`src/rtl/display_timing.sv`:
```
// -----------------------------------------------------------------------------
// display_timing
//
// Raster timing generator with a fixed-latency colour output stage.
//
// Free-running horizontal/vertical counters (h, v) describe the raster
// position. The position is exported undelayed on x/y so an upstream shader
// can compute a colour for it. The shader answers PIPE_DELAY cycles later on
// pix_r/g/b. The sync, active and colour-bar tags that belong to a position
// are delayed by the same PIPE_DELAY stages. The colour for the position is
// then registered onto the pins together with its syncs. Counter-to-pin
// latency is therefore PIPE_DELAY+1 cycles for every output.
//
// Ports
//   clk_pix      in   pixel clock, only clock of the block
//   resetn       in   asynchronous active-low reset
//   enable       in   1 = raster advances, 0 = counters and delay line hold
//   mode         in   0 shaded pixels, 1 solid white, 2 colour bars, 3 black
//                     (sampled once per frame, on frame_start)
//   pix_r/g/b    in   shaded colour for the x/y issued PIPE_DELAY cycles ago
//   x, y         out  raw horizontal / vertical counters
//   frame_start  out  one-cycle pulse while the counters sit at (0,0)
//   vga_r/g/b    out  registered colour
//   vga_hsync    out  registered horizontal sync, asserted level SYNC_POL
//   vga_vsync    out  registered vertical sync, asserted level SYNC_POL
//   vga_de       out  registered data-enable (visible pixel)
// -----------------------------------------------------------------------------
module display_timing #(
    parameter int H_ACTIVE   = 640,
    parameter int H_FP       = 16,
    parameter int H_SYNC     = 96,
    parameter int H_BP       = 48,
    parameter int V_ACTIVE   = 480,
    parameter int V_FP       = 10,
    parameter int V_SYNC     = 2,
    parameter int V_BP       = 33,
    parameter bit SYNC_POL   = 1'b0,
    parameter int COLOR_W    = 4,
    parameter int PIPE_DELAY = 1
) (
    input  logic               clk_pix,
    input  logic               resetn,
    input  logic               enable,
    input  logic [1:0]         mode,
    input  logic [COLOR_W-1:0] pix_r,
    input  logic [COLOR_W-1:0] pix_g,
    input  logic [COLOR_W-1:0] pix_b,
    output logic [10:0]        x,
    output logic [10:0]        y,
    output logic               frame_start,
    output logic [COLOR_W-1:0] vga_r,
    output logic [COLOR_W-1:0] vga_g,
    output logic [COLOR_W-1:0] vga_b,
    output logic               vga_hsync,
    output logic               vga_vsync,
    output logic               vga_de
);

    localparam int H_TOTAL = H_ACTIVE + H_FP + H_SYNC + H_BP;
    localparam int V_TOTAL = V_ACTIVE + V_FP + V_SYNC + V_BP;
    localparam int BAR_W   = H_ACTIVE / 8;

    // Bounds are held one bit wider than the counters so that a sync window
    // ending exactly at the total (zero back porch) still compares correctly.
    localparam logic [11:0] H_LAST   = 12'(H_TOTAL - 1);
    localparam logic [11:0] V_LAST   = 12'(V_TOTAL - 1);
    localparam logic [11:0] H_ACT    = 12'(H_ACTIVE);
    localparam logic [11:0] V_ACT    = 12'(V_ACTIVE);
    localparam logic [11:0] H_SS     = 12'(H_ACTIVE + H_FP);
    localparam logic [11:0] H_SE     = 12'(H_ACTIVE + H_FP + H_SYNC);
    localparam logic [11:0] V_SS     = 12'(V_ACTIVE + V_FP);
    localparam logic [11:0] V_SE     = 12'(V_ACTIVE + V_FP + V_SYNC);
    localparam logic [11:0] BAR_LAST = 12'(BAR_W - 1);

    localparam logic [1:0] MODE_NORMAL = 2'd0;
    localparam logic [1:0] MODE_WHITE  = 2'd1;
    localparam logic [1:0] MODE_BARS   = 2'd2;
    localparam logic [1:0] MODE_BLACK  = 2'd3;

    // Per-position tags that travel down the delay line alongside the shader.
    typedef struct packed {
        logic       act;
        logic       hs;
        logic       vs;
        logic [2:0] bar;
    } tag_t;

    localparam tag_t TAG_IDLE = '{act: 1'b0, hs: ~SYNC_POL, vs: ~SYNC_POL, bar: 3'd0};

    // Colour selection for one pixel; inactive positions are always black.
    function automatic logic [3*COLOR_W-1:0] f_colour(
        input logic               act,
        input logic [1:0]         md,
        input logic [2:0]         bar,
        input logic [COLOR_W-1:0] sr,
        input logic [COLOR_W-1:0] sg,
        input logic [COLOR_W-1:0] sb
    );
        logic [3*COLOR_W-1:0] c;
        c = '0;
        if (act) begin
            case (md)
                MODE_NORMAL: c = {sr, sg, sb};
                MODE_WHITE:  c = '1;
                MODE_BARS:   c = {{COLOR_W{bar[2]}}, {COLOR_W{bar[1]}}, {COLOR_W{bar[0]}}};
                MODE_BLACK:  c = '0;
                default:     c = '0;
            endcase
        end
        return c;
    endfunction

    logic [10:0]          r_h;
    logic [10:0]          r_v;
    logic [11:0]          r_bar_cnt;
    logic [2:0]           r_bar;
    logic [1:0]           r_mode;
    logic                 w_h_wrap;
    logic                 w_v_wrap;
    logic                 w_frame_start;
    logic [1:0]           w_mode_out;
    tag_t                 w_tag_p0;
    tag_t                 w_tag_dly;
    logic [3*COLOR_W-1:0] w_colour;
    logic [COLOR_W-1:0]   r_vga_r;
    logic [COLOR_W-1:0]   r_vga_g;
    logic [COLOR_W-1:0]   r_vga_b;
    logic                 r_vga_hs;
    logic                 r_vga_vs;
    logic                 r_vga_de;

    assign w_h_wrap = ({1'b0, r_h} == H_LAST);
    assign w_v_wrap = ({1'b0, r_v} == V_LAST);

    // ---- stage p0: raster counters -----------------------------------------
    always_ff @(posedge clk_pix or negedge resetn) begin
        if (!resetn) begin
            r_h <= '0;
            r_v <= '0;
        end else if (enable) begin
            if (w_h_wrap) begin
                r_h <= '0;
                r_v <= w_v_wrap ? 11'd0 : r_v + 11'd1;
            end else begin
                r_h <= r_h + 11'd1;
            end
        end
    end

    // Bar index is h / (H_ACTIVE/8) tracked incrementally: a segment counter
    // rolls every BAR_W pixels and bumps the index. Both clear when h wraps,
    // so they are aligned to h==0 on every line. Values past the active
    // region are ignored downstream.
    always_ff @(posedge clk_pix or negedge resetn) begin
        if (!resetn) begin
            r_bar_cnt <= '0;
            r_bar     <= '0;
        end else if (enable) begin
            if (w_h_wrap) begin
                r_bar_cnt <= '0;
                r_bar     <= '0;
            end else if (r_bar_cnt == BAR_LAST) begin
                r_bar_cnt <= '0;
                r_bar     <= r_bar + 3'd1;
            end else begin
                r_bar_cnt <= r_bar_cnt + 12'd1;
            end
        end
    end

    // resetn is folded in so the pulse stays low while reset holds the
    // counters at (0,0).
    assign w_frame_start = enable && resetn && (r_h == 11'd0) && (r_v == 11'd0);

    always_ff @(posedge clk_pix or negedge resetn) begin
        if (!resetn) begin
            r_mode <= MODE_NORMAL;
        end else if (w_frame_start) begin
            r_mode <= mode;
        end
    end

    // Zero-latency builds sample the first pixel of a frame in the same cycle
    // the mode is captured, so that pixel must see the incoming mode directly.
    assign w_mode_out = ((PIPE_DELAY == 0) && w_frame_start) ? mode : r_mode;

    assign w_tag_p0.act = ({1'b0, r_h} < H_ACT) && ({1'b0, r_v} < V_ACT);
    assign w_tag_p0.hs  = (({1'b0, r_h} >= H_SS) && ({1'b0, r_h} < H_SE)) ? SYNC_POL : ~SYNC_POL;
    assign w_tag_p0.vs  = (({1'b0, r_v} >= V_SS) && ({1'b0, r_v} < V_SE)) ? SYNC_POL : ~SYNC_POL;
    assign w_tag_p0.bar = r_bar;

    // ---- stages p1..pN: tag delay line matching shader latency -------------
    generate
        if (PIPE_DELAY == 0) begin : g_no_dly
            assign w_tag_dly = w_tag_p0;
        end else begin : g_dly
            tag_t r_tag_p [PIPE_DELAY];

            always_ff @(posedge clk_pix or negedge resetn) begin
                if (!resetn) begin
                    for (int i = 0; i < PIPE_DELAY; i++) begin
                        r_tag_p[i] <= TAG_IDLE;
                    end
                end else if (enable) begin
                    r_tag_p[0] <= w_tag_p0;
                    for (int i = 1; i < PIPE_DELAY; i++) begin
                        r_tag_p[i] <= r_tag_p[i-1];
                    end
                end
            end

            assign w_tag_dly = r_tag_p[PIPE_DELAY-1];
        end
    endgenerate

    assign w_colour = f_colour(w_tag_dly.act, w_mode_out, w_tag_dly.bar, pix_r, pix_g, pix_b);

    // ---- output register ---------------------------------------------------
    // While paused the pins go idle (blank, syncs deasserted) rather than
    // repeating a stale pixel; the held delay line resumes where it stopped.
    always_ff @(posedge clk_pix or negedge resetn) begin
        if (!resetn) begin
            r_vga_r  <= '0;
            r_vga_g  <= '0;
            r_vga_b  <= '0;
            r_vga_hs <= ~SYNC_POL;
            r_vga_vs <= ~SYNC_POL;
            r_vga_de <= 1'b0;
        end else if (!enable) begin
            r_vga_r  <= '0;
            r_vga_g  <= '0;
            r_vga_b  <= '0;
            r_vga_hs <= ~SYNC_POL;
            r_vga_vs <= ~SYNC_POL;
            r_vga_de <= 1'b0;
        end else begin
            {r_vga_r, r_vga_g, r_vga_b} <= w_colour;
            r_vga_hs <= w_tag_dly.hs;
            r_vga_vs <= w_tag_dly.vs;
            r_vga_de <= w_tag_dly.act;
        end
    end

    assign x           = r_h;
    assign y           = r_v;
    assign frame_start = w_frame_start;
    assign vga_r       = r_vga_r;
    assign vga_g       = r_vga_g;
    assign vga_b       = r_vga_b;
    assign vga_hsync   = r_vga_hs;
    assign vga_vsync   = r_vga_vs;
    assign vga_de      = r_vga_de;

endmodule
```
`config.mk`:
```
export PLATFORM = sky130hd
export DESIGN_NAME = display_timing
export DESIGN_NICKNAME = d
export VERILOG_FILES = /design/src/rtl/display_timing.sv
export SDC_FILE = /design/constraint.sdc
export NUM_CORES = 1
export LEC_CHECK = 0
export CORE_AREA = 2 2 83 85
export CTS_CLUSTER_DIAMETER = 150
export CTS_CLUSTER_SIZE = 14
export DETAILED_ROUTE_END_ITERATION = 8
export DIE_AREA = 0 0 85 87
export GPL_TIMING_DRIVEN = 1
export PLACE_DENSITY = 0.76
export SYNTH_ARGS = -nofsm -noshare
export SYNTH_HDL_FRONTEND = slang
export SYNTH_SLANG_ARGS = --single-unit
```
`constraint.sdc`:
```
create_clock -name clk_pix -period 1.8 [get_ports clk_pix]
set_input_delay 0.27 -clock clk_pix [delete_from_list [all_inputs] [get_ports clk_pix]]
set_output_delay 0.27 -clock clk_pix [all_outputs]
set_load 0.02 [all_outputs]
```
==> results.md, run 1 <==
- Status: finished, violations left
- Failing checks: setup timing
- Core area: 0.006569 mm2
- Detail Placement HPWL: 4960 um
- Ys async rst share: 1.000
- Commonest non-fill, non-tap cell in the layout: buf_4
- CTS Root Cell: clkbuf_8
- Power density over the cells: 888.3 mW/mm2
- Placed cells: 465
- Largest net degree at the start of global routing: 61
- Crit Path Max Fanout: 2
- GRT Overall Usage: 0.2236
- Slowest CP cell: dfrtp_2
- Actual slew at the worst max-slew pin: 0.7709 ns
- Final setup violating endpoints: 15
- EDFF count, synth: 0
- Slew margin rel.: 0.4860
- DIE HEIGHT: 87 um
- Ys Warns: 0
- CP endpoint kind: output port
- Setup Skew: 0.009130 ns
- Top-Level Pins: 55
- CP max stage delay: 0.41 ns
- Die Footprint: 0.007395 mm2
- Vias in the first global route: 2701
- Crit Path Class: flop to output port
- I/O Buffers: 54
- Layout Nets: 432
- FP Rows: 30
- Synth Net Count: 321
- Worst Path Buf+Inv: 2
- Crit path launch type: flop
- Min-delay worst type: primary input to asynchronous set/reset pin
- R2r setup slk: -0.10 ns
- Seq pwr share: 0.390
- CTS tree: done
- Most frequent cells in the layout: buf_4, dfrtp_1, clkdlybuf4s50_1, nand2_1
- First DRT Iteration DRCs: 140
- Post-Syn Area: 0.003004 mm2
- Prevailing post-synth register cell: dfrtp_1
- CP Data Arrival Time: 1.83 ns
- Final period utilization: 1.167
- Vias: 2746
- Slew Limit Fails: 0
- Antenna violations before repair: 0
- Comb pwr share: 0.256
- CTS clk-pin slew, worst paths: 0.06 ns
- Starting Density: 0.4573
- CTS Buffer Depth: 2
- Sw Ratio: 0.2844
- Post-Syn Instances: 298
- Int Power: 2.915 mW
- Power after layout: 4.074 mW
- Fmax: 0.4759 GHz
- Unrepaired setup endpoints after global routing: yes
- Avg Cell Area, Syn: 10.08 um2
- Grt total ovfl: 0
- Worst vdd rail ir drop: 0.0006473 V
- Vias per cell: 5.559
- First-pass GRT wire length: 12850 um
- Critical Path, Cell by Cell: inv_2, ha_4, and4b_1, nand3_2, nor4_4, buf_4
- Required @ worst endpoint: 1.53 ns
- Max Cap Violations: 0
- Drt pass-1 iters: 4
- Num Clock Sinks: 60
- FF-to-FF path depth: 5
- Htree depth: 3
- Synthesized flop and latch total: 60
- Final wirelength: 8370 um
- RePlAce Congestion: 0.9169
- Layout cells sized above 1: 0.3502
- Final Hold Viols: 0
- Worst path top cell family by delay: simple AND/OR/NAND/NOR gates
- Post-Route Setup TNS: -1.061 ns
- DRC errors left: 0
- Routed Antenna Nets: 0
- Sequential element share of the synthesized area: 0.5015
- Synth cell types: 48
- Die width: 85 um
- Inserted Clock Buffers: 9
- Period minus WS final: 2.101 ns
- Number of stages on the worst setup path: 6
- Fillers: 463
- DR WL/cell: 16.94 um
- Clk_lat worst skew: 0.34 ns
- Antenna Cells: 0
- Area growth from synthesis to layout: 52.64%
- Clock power share: 0.354
- Static Leak: 2.112 nW
- Psw: 1.158 mW
- Finished Layout Cells: 494
- Setup WS post-layout: -0.3015 ns
[layer usage]
metal	global-route usage	up-vias	wire (um)
met4	0.07937	0	117
met1	0.2766	1345	3500
met5	0	-	0
met3	0.06635	15	364
li1	-	1302	-
met2	0.3736	84	4387
[per-stage QoR]
step	utilization	worst slack (ns)	instance area (um2)	hold slack, ns
3_5_place_dp	0.5989	-0.5438	3934	0.4775
2_1_floorplan	-	-0.1606	3045	-0.02559
3_3_place_gp	0.5989	-0.5816	3934	0.4764
4_1_cts	0.6623	-0.2785	4350	0.1583
5_1_grt	0.6981	-0.3936	4586	0.2224
6_report	0.6981	-0.3015	4586	0.1538
[cell families (layout without fill, tap and decap cells)]
kind of cell,Yosys count,count (layout),synth area share
flops,60,60,0.5015
fa+ha+maj,6,6,0.02499
xor+xnor,13,13,0.03790
buf+inv,27,142,0.05164
compound gates,60,61,0.1291
mux,7,7,0.02582
simple gates,125,125,0.2291
[synth_stat cells (2+ instances only)]
cell / n / area, um2
mux2_2: 6 / 67.56
dfstp_2: 4 / 105.1
nand3_1: 18 / 90.09
nand2b_1: 5 / 31.28
nor4b_1: 2 / 17.52
or2_2: 2 / 12.51
o31ai_1: 3 / 22.52
xnor2_1: 7 / 61.31
nor2b_1: 2 / 12.51
and3_1: 8 / 50.05
nor4_1: 4 / 25.02
nand2_1: 27 / 101.4
or4_1: 4 / 30.03
nand4_1: 14 / 87.58
nor3_1: 11 / 55.05
ha_1: 6 / 75.07
a21oi_1: 15 / 75.07
clkbuf_1: 10 / 37.54
a21o_1: 3 / 22.52
o21ai_0: 15 / 75.07
nor2_1: 13 / 48.80
inv_1: 11 / 41.29
buf_6: 3 / 33.78
xor2_1: 6 / 52.55
o22ai_1: 3 / 18.77
o21bai_1: 12 / 90.09
a31oi_1: 2 / 12.51
dfrtp_1: 56 / 1401
and4b_1: 3 / 30.03
or3_1: 5 / 31.28
[worst paths after layout]
| kind | from | to |
|---|---|---|
| max | x[1]$_DFFE_PN0P_ | frame_start |
| min reg2reg | g_dly.r_tag_p[3]$_DFFE_PN1P_ | g_dly.r_tag_p[3]$_DFFE_PN1P_ |
| min | resetn | r_bar_cnt[8]$_DFFE_PN0P_ |
| max reg2reg | y[7]$_DFFE_PN0P_ | r_mode[0]$_DFFE_PN0P_ |
| max in group asynchronous | resetn | x[5]$_DFFE_PN0P_ |
| min in group clk_pix | g_dly.r_tag_p[3]$_DFFE_PN1P_ | g_dly.r_tag_p[3]$_DFFE_PN1P_ |
[power by group through the flow]
stage / Clock [mW] / Sequential, mW / Combinational (mW)
after floorplan: 0 / 1.72 / 0.361
after global placement: 0 / 1.59 / 0.873
after detailed placement: 0 / 1.60 / 0.889
after CTS: 1.47 / 1.58 / 0.962
after global routing: 1.53 / 1.60 / 1.12
final: 1.44 / 1.59 / 1.04
[flip-flops by register name, indices dropped and copies added (netlist names)]
register and count:
r_mode 2, vga_hsync 1, x 11, g_dly.r_tag_p 6, vga_r 4, vga_b 4
vga_vsync 1, vga_de 1, r_bar_cnt 12, y 11, vga_g 4, r_bar 3
[layout make-up]
class	instances	area [um2]	share of cell area
clock buffers	11	131.4	0.02865
clock inverters	5	100.1	0.02183
inverters	11	41.29	0.009004
multi-input cells	212	1643	0.3583
flip-flops and latches	60	1518	0.3310
well taps	80	100.1	0.02183
repair buffers	115	1052	0.2295
[repair_timing]
action,CTS,global route
resized for setup,38,52
setup endpoints to repair,33,41
gates cloned,2,0
pin swaps,16,20
buffers inserted,5,9
hold buffers,0,0
Power figures use the tool's default switching activity.
==> inputs of run 2 (changes only) <==
--- a/config.mk
+++ b/config.mk
@@ -5,6 +5,7 @@
 export SDC_FILE = /design/constraint.sdc
 export NUM_CORES = 1
 export LEC_CHECK = 0
+export ABC_CLOCK_PERIOD_IN_PS = 1800
 export CORE_AREA = 2 2 83 85
 export CTS_CLUSTER_DIAMETER = 150
 export CTS_CLUSTER_SIZE = 14
==> results of run 2 <==
No change in the layout: final DEF, timing and power equal those of run 1.
